==> src/rtl/ft245_tx_framer.sv <==
// Frames an upstream byte stream into SYNC/seq/payload/checksum packets and
// writes them to an FT2232/FT232H synchronous FIFO through a one-byte holding register.
module ft245_tx_framer #(
    parameter int unsigned PAYLOAD = 5,
    parameter logic [7:0]  SYNC    = 8'hA5,
    parameter int unsigned TIMEOUT = 1024
) (
    input  logic        oclk,
    input  logic        rst_n,
    input  logic        itvalid,
    input  logic [7:0]  itdata,
    output logic        itready,
    input  logic        ft_txe_n,
    output logic        ft_wr_n,
    output logic [7:0]  ft_data,
    output logic        ft_rd_n,
    output logic        ft_oe_n,
    output logic [15:0] pkt_cnt,
    output logic        pad_flag
);

    localparam logic [7:0]  PAY_LAST = 8'(PAYLOAD - 1);
    localparam logic [15:0] TO_ARM   = 16'(TIMEOUT - 2);
    localparam logic [7:0]  PAD_BYTE = 8'hFF;

    typedef enum logic [2:0] {
        IDLE,
        HDR,
        SEQ,
        PAY,
        CSUM
    } state_t;

    state_t      state_q, state_d;
    logic        out_valid_q, out_valid_d;
    logic [7:0]  ft_data_q, ft_data_d;
    logic [7:0]  seq_q, seq_d;
    logic [7:0]  csum_q, csum_d;
    logic [15:0] pkt_cnt_q, pkt_cnt_d;
    logic        pad_q, pad_d;
    logic [15:0] tmo_q, tmo_d;
    logic [7:0]  pay_cnt_q, pay_cnt_d;

    logic slot_free;
    logic xfer;
    logic pay_load;

    // A byte leaves the holding register on any edge where it is valid and
    // the FTDI FIFO has room, so the slot can be refilled on that same edge.
    assign xfer      = out_valid_q & ~ft_txe_n;
    assign slot_free = ~out_valid_q | ~ft_txe_n;

    always_comb begin
        state_d     = state_q;
        out_valid_d = out_valid_q & ~xfer;
        ft_data_d   = ft_data_q;
        seq_d       = seq_q;
        csum_d      = csum_q;
        pkt_cnt_d   = pkt_cnt_q;
        pad_d       = pad_q;
        tmo_d       = tmo_q;
        pay_cnt_d   = pay_cnt_q;
        itready     = 1'b0;
        pay_load    = 1'b0;

        case (state_q)
            IDLE: begin
                if (itvalid && slot_free) begin
                    ft_data_d   = SYNC;
                    out_valid_d = 1'b1;
                    state_d     = HDR;
                end
            end

            HDR: begin
                if (slot_free) begin
                    ft_data_d   = seq_q;
                    out_valid_d = 1'b1;
                    csum_d      = seq_q;
                    state_d     = SEQ;
                end
            end

            // SEQ already accepts the first payload byte so the packet is
            // written without a bubble after the seq byte.
            SEQ, PAY: begin
                if (slot_free) begin
                    state_d = PAY;
                    if (pad_q) begin
                        ft_data_d   = PAD_BYTE;
                        out_valid_d = 1'b1;
                        csum_d      = csum_q ^ PAD_BYTE;
                        pay_load    = 1'b1;
                    end else if (itvalid) begin
                        itready     = 1'b1;
                        ft_data_d   = itdata;
                        out_valid_d = 1'b1;
                        csum_d      = csum_q ^ itdata;
                        tmo_d       = 16'd0;
                        pay_load    = 1'b1;
                    end else begin
                        if (tmo_q == TO_ARM) begin
                            pad_d = 1'b1;
                        end
                        tmo_d = tmo_q + 16'd1;
                    end

                    if (pay_load) begin
                        if (pay_cnt_q == PAY_LAST) begin
                            pay_cnt_d = 8'd0;
                            tmo_d     = 16'd0;
                            state_d   = CSUM;
                        end else begin
                            pay_cnt_d = pay_cnt_q + 8'd1;
                        end
                    end
                end
            end

            CSUM: begin
                if (slot_free) begin
                    ft_data_d   = csum_q;
                    out_valid_d = 1'b1;
                    seq_d       = seq_q + 8'd1;
                    pkt_cnt_d   = pkt_cnt_q + 16'd1;
                    pad_d       = 1'b0;
                    state_d     = IDLE;
                end
            end

            default: begin
                state_d = IDLE;
            end
        endcase
    end

    always_ff @(posedge oclk or negedge rst_n) begin
        if (!rst_n) begin
            state_q     <= IDLE;
            out_valid_q <= 1'b0;
            ft_data_q   <= 8'd0;
            seq_q       <= 8'd0;
            csum_q      <= 8'd0;
            pkt_cnt_q   <= 16'd0;
            pad_q       <= 1'b0;
            tmo_q       <= 16'd0;
            pay_cnt_q   <= 8'd0;
        end else begin
            state_q     <= state_d;
            out_valid_q <= out_valid_d;
            ft_data_q   <= ft_data_d;
            seq_q       <= seq_d;
            csum_q      <= csum_d;
            pkt_cnt_q   <= pkt_cnt_d;
            pad_q       <= pad_d;
            tmo_q       <= tmo_d;
            pay_cnt_q   <= pay_cnt_d;
        end
    end

    assign ft_wr_n  = ~out_valid_q;
    assign ft_data  = ft_data_q;
    assign ft_rd_n  = 1'b1;
    assign ft_oe_n  = 1'b1;
    assign pkt_cnt  = pkt_cnt_q;
    assign pad_flag = pad_q;

endmodule

==> config.mk <==
export PLATFORM = sky130hd
export DESIGN_NAME = ft245_tx_framer
export DESIGN_NICKNAME = d
export VERILOG_FILES = /design/src/rtl/ft245_tx_framer.sv
export SDC_FILE = /design/constraint.sdc
export NUM_CORES = 1
export LEC_CHECK = 0
export CORE_ASPECT_RATIO = 1.75
export CORE_MARGIN = 1
export CORE_UTILIZATION = 33
export DETAILED_ROUTE_END_ITERATION = 12
export PLACE_DENSITY = 0.52
export RECOVER_POWER = 100
export SLEW_MARGIN = 10
export SYNTH_ARGS = -nofsm -noshare
export SYNTH_HDL_FRONTEND = slang
export SYNTH_SLANG_ARGS = --single-unit
==> constraint.sdc <==
create_clock -name oclk -period 2.4 [get_ports oclk]
set_clock_uncertainty 0.05 [all_clocks]
set_input_delay 0.72 -clock oclk [delete_from_list [all_inputs] [get_ports oclk]]
set_output_delay 0.72 -clock oclk [all_outputs]
set_load 0.05 [all_outputs]
# After elaboration in Yosys (flattened, before gate mapping)
# Index checks and enable logic that the tools add are counted.
[totals] regBits=69 in_bits=12 word_cells=88 output_inout_bits=29
[op_classes] bitwise_logic=8 n_reduce_logical=14 addsub=4 eq_ne=11 muxes=42
[op_table] cell="8-bit two-way mux" count=10
[op_table] cell="16-bit two-way mux" count=4
[op_table] cell="16-bit by 1-bit adder with 16-bit output (second input constant)" count=2
[op_table] cell="8-bit one-hot mux with 4 select lines" count=1
[op_table] cell="3-bit two-way mux" count=6
[op_table] cell="1-bit two-way mux" count=17
[op_table] cell="8-bit by 1-bit adder with 8-bit output (second input constant)" count=2
[op_table] cell="16-bit by 10-bit equality test with 1-bit output (second input constant)" count=1
[op_table] cell="8-bit one-hot mux with 2 select lines" count=1
[op_table] cell="3-bit one-hot mux with 4 select lines" count=1
[op_table] cell="8-bit by 3-bit equality test with 1-bit output (second input constant)" count=1
[op_table] cell="2-bit inequality test (second input constant)" count=4
[op_table] cell="8-bit NOT" count=1
[op_table] cell="4-bit AND reduction" count=2
[op_table] cell="8-bit bitwise XOR" count=1
[op_table] cell="3-bit by 2-bit equality test with 1-bit output (second input constant)" count=2
[op_table] cell="3-bit AND reduction" count=2
[op_table] cell="6-bit AND reduction" count=1
[op_table] cell="2-bit AND reduction" count=2
[op_table] cell="2-bit nonzero test" count=2
[op_table] cell="4-bit nonzero test" count=1
[op_table] cell="2-bit OR reduction" count=2
[op_table] cell="3-bit by 1-bit equality test with 1-bit output (second input constant)" count=1
[op_table] cell="3-bit equality test (second input constant)" count=1
[op_table] cell="8 further kinds" count=11

# Depth between registers and ports, before layout
[depth] depth_word=8 ltp_mapped=7 mapped_depth_nobuf=6

# Worst setup path after synthesis
# OpenSTA, ideal clock, no wires.
[synth_timing] path_kind="register -> output" start="register pad_q, in the netlist pad_flag" end="output port itready" t_arrival_ns=2.148 stages_incl_launch_ff=4 required_ns=1.630 path_buffers=2 setup_slack_ns=-0.518 cell_sequence="dfrtp_1 > buf_2 > clkbuf_1 > nor3b_1"
[synth_between] elab_chain_len=3
[synth_rtl] item="start: declaration" line="40" source="logic pad_q, pad_d;"
[synth_rtl] item="start signal: assignment" line="155" source="pad_q <= pad_d;"
[synth_rtl] item="1-bit two-way mux" line="89" source="if (pad_q) begin"
[synth_rtl] item="1-bit two-way mux" line="87" source="if (slot_free) begin"
[synth_rtl] item="1-bit two-way mux" line="66" source="case (state_q)"
[synth_rtl] item="end: declaration" line="12" source="output logic itready,"
# No other way between the ends.

# Worst setup path after layout
[layout_timing] start="register pkt_cnt_q[12], in the netlist pkt_cnt[12]" end="output port pkt_cnt[12]"
[layout_lines] item="start: declaration" line="39" source="logic [15:0] pkt_cnt_q, pkt_cnt_d;"
[layout_lines] item="start signal: assignment" line="154" source="pkt_cnt_q <= pkt_cnt_d;"
[layout_lines] item="end: declaration" line="18" source="output logic [15:0] pkt_cnt,"
# No word-level cell between the ends.

==> flow_metrics.py <==
metrics = {
    "sta": {
        "slew-limit-headroom": 0.1468,
        "slew_viol_final": 0,
        "timing.fmax_ghz": 0.4266,
        "final-hold-violation-count": 0,
        "fin_crit_ns": 2.344,
        "post-route-period-util": 0.9767,
        "worstMarginPinSlew_ns": 1.280,
        "hold_slack_ns": 0.4096,
        "setup_viol": 0,
        "rsz0062_at_grt": "false",
    },
    "power_and_ir_drop": {
        "p_total_w": 0.004567,
        "p_leak_nw": 1.963,
        "powerDensity_nw_per_um2": 1007,
        "peakVddDrop_uv": 571.1,
    },
    "critical_path": {
        "worstPathRequired_ns": 1.63,
        "path_max_fanout": 4,
        "critical-path-max-stage-delay_ns": 0.83,
        "critical-path-top-delay-family": "buffers and inverters",
        "start_kind": "flop",
        "cp-end-kind": "output port",
        "path_buf_inv": 1,
        "critPathArrivalTime_ns": 1.57,
        "slowest_stage": "clkdlybuf4s50_1",
        "path_cells": "clkdlybuf4s50_1",
        "critical_path_class": "reg -> out",
    },
    "cells_and_area": {
        "final_core_util": 0.4190,
        "finalNetCount": 438,
        "finalNonFillerCells": 555,
        "diodes": 0,
        "syn2layout_area_growth_pct": 22.43,
        "layout-drive-gt1-share": 0.1129,
        "final_cell_area_sq_um": 4534,
        "fillers": 1071,
    },
    "clock_network": {
        "numCtsBuffers": 9,
        "ctsRootBufferMaster": "clkbuf_16",
        "path_clk_slew_ns": 0.06,
        "cts_tree": "done",
        "cts.sinks": 69,
        "htree_levels": 3,
        "clk_latency_ns": 0.33,
        "cts_buffer_depth": 2,
        "hold_buffers": 0,
    },
    "drt": {
        "drt-pass1-iter-count": 4,
        "drc_errors": 0,
        "drt-vias-per-instance": 5.429,
        "postRouteAntennaNets": 0,
        "via_count": 3013,
        "wirelength_um": 9263,
        "drtIter0Drc": 135,
        "wl_per_cell_um": 16.69,
    },
    "logic_synthesis": {
        "yosysSeqAreaShare": 0.4662,
        "async_flop_share": 1.000,
        "synth_top_area_cell": "dfrtp_1",
        "synthFlopType": "dfrtp_1",
        "synth_area_sq_um": 3704,
        "ys_top_cells_by_count": "dfrtp_1 (69), nor2_1 (36), a21oi_1 (25), nand2_1 (23)",
        "yosysMostFrequentCell": "dfrtp_1",
        "ys_warn_count": 0,
        "ys_seq_elements": 69,
        "synth.area.top_cells": "dfrtp_1 (47%), xnor2_1 (4.5%), nor2_1 (3.6%)",
        "ys_types": 62,
        "syn_area_per_cell_sq_um": 10.09,
        "synth_top_area_share": 0.4662,
        "synth-edff-count": 0,
        "synthCells": 367,
    },
    "worst_hold_path": {
        "hp-class": "reg -> reg",
    },
    "grt": {
        "grt_start_max_net_pins": 32,
        "grt-ovfl-total": 0,
        "grt_pass1_wl_um": 15400,
        "antenna_found_initial": 0,
        "grt_pass1_vias": 3095,
        "grt.total_usage": 0.1762,
    },
    "placement": {
        "dp_cells": 539,
        "port_buffers": 38,
        "hpwl_um": 6737,
        "place.gp.congestion": 0.8727,
        "place_area_sq_um": 4369,
    },
    "floorplan": {
        "io_pins": 41,
        "initial_core_util": 0.3422,
        "die_x_um": 82.08,
        "dieArea_sq_um": 11670,
        "die_y_um": 142.1,
        "rows": 50,
        "core_sq_um": 10820,
    },
    "job": {
        "drv_cap": 0,
    },
    "run_status": {
        "outcome": "finished clean",
    },
}
[cell usage in the layout (no fill, tap or decap), types with 3 or more instances in the layout]
cell type and n:
clkbuf_16 9, dlygate4sd3_1 8, or3_1 3, clkbuf_1 15
clkbuf_2 3, o22a_1 11, o2bb2ai_1 4, nand3b_1 3
xnor2_1 19, nor2_1 37, nand3_1 19, ha_1 6
xor2_1 8, inv_1 10, nor3b_1 3, nor4_2 3
a221o_1 7, a21oi_1 25, o311a_1 3, buf_4 11
o21ai_0 11, nor3_1 12, clkdlybuf4s50_1 20, a31oi_1 5
nand4_1 11, a221oi_1 5, dfrtp_1 69, nand2_1 21
nor4_1 3, and3_1 5
[power by group]
part	switching [W]	total, W	internal (W)
sequential	0.000220	0.00162	0.00140
clock	0.000482	0.00139	0.000909
combinational	0.000958	0.00155	0.000595
total	0.00166	0.00457	0.00291
[cell type report]
cell class                      instances  area [sq um]  share of cell area
Multi-Input combinational cell        270          1803              0.3976
Sequential cell                        69          1727              0.3808
Timing Repair Buffer                   60         495.5              0.1093
Clock buffer                           12         236.5             0.05215
Tap cell                              130         162.7             0.03587
Clock inverter                          4         72.57             0.01600
Inverter                               10         37.54            0.008278
[stage by stage]
step / setup slack [ns] / setup TNS, ns
after detailed placement: -0.2502 / -1.672
after global placement: -0.2082 / -1.062
after global routing: 0.007538 / 0
after floorplan: 0.1302 / 0
after CTS: 0.01596 / 0
final: 0.05583 / 0
[routing by layer]
layer	global-route usage	up-vias	share of wire
met5	0	-	0
met4	0.08864	0	0.027
met3	0.02564	19	0.027
met2	0.3110	73	0.54
met1	0.1995	1468	0.40
li1	-	1453	-
[final timing paths]
check                           cells past startpoint                      end  slack, ns                     from
worst max register to register                      5  pkt_cnt[12]$_DFFE_PN0P_       0.23   state_q[2]$_DFFE_PN0P_
min in group asynchronous                           1   pkt_cnt[6]$_DFFE_PN0P_       0.60                    rst_n
worst min register to register                      1  pkt_cnt[15]$_DFFE_PN0P_       0.41  pkt_cnt[15]$_DFFE_PN0P_
max in group asynchronous                           2     tmo_q[0]$_DFFE_PN0P_       0.48                    rst_n
worst min-delay path                                1  pkt_cnt[15]$_DFFE_PN0P_       0.41  pkt_cnt[15]$_DFFE_PN0P_
worst max-delay path                                1              pkt_cnt[12]       0.06  pkt_cnt[12]$_DFFE_PN0P_
[timing repair]
action | in CTS | in global routing
gates cloned | 0 | 0
endpoints found under the setup margin | 1 | 4
gates resized for setup | 3 | 5
pin swaps | 3 | 2
buffers inserted | 0 | 0
[state kept, by name, summed over array words and instances, names as in the netlist]
name / cells
seq_q: 8
pkt_cnt: 16
tmo_q: 16
pad_flag: 1
pay_cnt_q: 8
ft_data: 8
out_valid_q: 1
csum_q: 8
state_q: 3
[logic make-up after synthesis]
| group | synth area share |
|---|---|
| other | 0.001013 |
| buffers and inverters | 0.03851 |
| multiplexers | 0.003040 |
| flip-flops | 0.4662 |
| AO/OA/AOI/OAI | 0.1706 |
| adder cells (fa/ha/maj) | 0.02027 |
| XOR/XNOR | 0.06385 |
| AND/OR/NAND/NOR | 0.2365 |
Power figures use the tool's default switching activity.
==> RTL edit (same settings) <==
The 5 states of `state_t` get a Gray code encoding in 3 bits.
--- a/src/rtl/ft245_tx_framer.sv
+++ b/src/rtl/ft245_tx_framer.sv
@@ -26,7 +26,7 @@
     typedef enum logic [2:0] {
-        IDLE,
-        HDR,
-        SEQ,
-        PAY,
-        CSUM
+        IDLE = 3'b000,
+        HDR  = 3'b001,
+        SEQ  = 3'b011,
+        PAY  = 3'b010,
+        CSUM = 3'b110
     } state_t;
Check against the original RTL: same outputs for any inputs over 10 cycles, from zero or initial values and one cycle with rst_n low; not proved beyond that.
==> RTL edit against the unedited design <==
  * Global-route usage decreased by 1.0 points
  * Non-clock buffer count increased by 7
  * Total power increased by 18%
  * Largest power group is now combinational logic
  * The run now ends with max-capacitance violations, max-slew violations left
  * Final cell count increased by 4.7%
  * Sequential cell count unchanged
  * Via count increased by 4.9%
  * Worst setup slack improved by 1.9 ps
  * Final area increased by 3.0%
  * Synthesized cell count increased by 5.2%
  * Routed wire length increased by 1.1%
  * Critical endpoint is now pkt_cnt[4]
  * Largest cell class unchanged
  * Synthesized area increased by 2.3%
  * Critical path type unchanged
  * Utilization decreased by 0.081 points
==> RTL edit: results (changes against the unedited design) <==
* Outcome: finished, violations left (was finished, final reports clean)
* Failing checks: max-capacitance violations, max-slew violations
* Synth Area in Compound Gates at 17.50% (was 17.06%)
* Max_slew headroom at -5.893% (was 14.68%)
* CP max FO at 5 (was 4)
* GP Congestion at 0.7996 (was 0.8727)
* CP Launch Point: pkt_cnt[4]$_DFFE_PN0P_ (was pkt_cnt[12]$_DFFE_PN0P_)
* Clock power frac at 25.9% (was 30.5%)
* Initial DRC Count at 153 (was 135)
* Critical Path Sink: pkt_cnt[4] (was pkt_cnt[12])
* Post-placement setup slack at -99.54 ps (was -250.2 ps)
* Leakage at 2.049 nW (was 1.963 nW)
* Met3 Use GR at 2.987% (was 2.564%)
* First-pass GRT wire length at 15,510 µm (was 15,400 µm)
* Vias in the first global route at 3,084 (was 3,095)
* GRT Total Usage at 16.62% (was 17.62%)
* Most frequent cells after synthesis: 69 x dfrtp_1, 32 x a21oi_1, 21 x nand2_1 (was 69 x dfrtp_1, 36 x nor2_1, 25 x a21oi_1)
* Layout cell share with drive strength beyond 1 at 11.58% (was 11.29%)
* Clk root buf: clkbuf_16 (unchanged)
* Worst hold slack at 423.6 ps (was 409.6 ps)
* Dpl cell area at 4497 µm² (was 4369 µm²)
* Via count at 3,162 (was 3,013)
* Setup slack, reg-to-reg at 180 ps (was 230 ps)
* Tcrit/Tclk final at 97.60% (was 97.67%)
* Max Cap Violations at 1 (was 0)
* Sequential Power Share at 32.5% (was 35.5%)
* GR met2 Demand/Resource at 30.33% (was 31.10%)
* Sw Share at 40.72% (was 36.35%)
* Pin count of the biggest net entering global routing at 70 (was 32)
* Met2 WL at 5096 µm (was 5016 µm)
* Post-synthesis mux area share at 3.400% (was 0.3041%)
* Worst r2r src: state_q[1]$_DFFE_PN0P_ (was state_q[2]$_DFFE_PN0P_)
* Cell variety after synth at 58 (was 62)
* Filler cells at 1,105 (was 1,071)
* Met3 wire len at 304 µm (was 254 µm)
* Worst vdd ir at 0.5888 mV (was 0.5711 mV)
* Dpl hpwl at 6626 µm (was 6737 µm)
* Worst r2r dst: pay_cnt_q[4]$_DFFE_PN0P_ (was pkt_cnt[12]$_DFFE_PN0P_)
* Worst reg2reg path depth at 6 (was 5)
* Worst-Skew Late Latency at 330 ps (about the same)
* Ranking of synthesized cells by area: dfrtp_1 46%, xnor2_1 4.4%, a21oi_1 4.2% (was dfrtp_1 47%, xnor2_1 4.5%, nor2_1 3.6%)
* Synth Area in XOR/XNOR at 5.777% (was 6.385%)
* Met1 Wirelength at 3785 µm (was 3744 µm)
* Fin. max-slew vios at 70 (was 0)
* Critical path's slowest cell: clkdlybuf4s50_1 (unchanged)
* Sequential share of the synthesized area at 45.56% (was 46.62%)
* Met1 Track Usage GR at 18.69% (was 19.95%)
* Synth Instances at 386 (was 367)
## RTL edit: changes by cell type in the layout (fill, tap and decap cells not counted), moves of 7 or more
cell     unedited run  this run
inv_1              10        19
o22a_1             11         0
o22ai_1             2         9
a21oi_1            25        32
nor2_1             37        22
## RTL edit: layout make-up
| type | count | area (µm²) | area share, % |
|---|---|---|---|
| Sequential cell | 69 | 1727 | 36.98 |
| Clock buffer | 11 | 232.7 | 4.984 |
| Inverter | 19 | 71.32 | 1.527 |
| Clock inverter | 5 | 75.07 | 1.608 |
| Multi-Input combinational cell | 278 | 1824 | 39.07 |
| Timing Repair Buffer | 67 | 574.3 | 12.30 |
| Tap cell | 132 | 165.2 | 3.537 |
## RTL edit: logic make-up after synthesis
group | count (synthesis)
buffers and inverters | 40
other | 1
DFF | 69
AOI/OAI and AO/OA | 98
xor gates and xnor gates | 25
muxes | 12
adders and majority gates | 6
and+or+nand+nor | 135
## RTL edit: timing repair
item                       4_1_cts  5_1_grt
resized for setup                6        2
setup endpoints to repair        2        2
hold buffers                     0        0
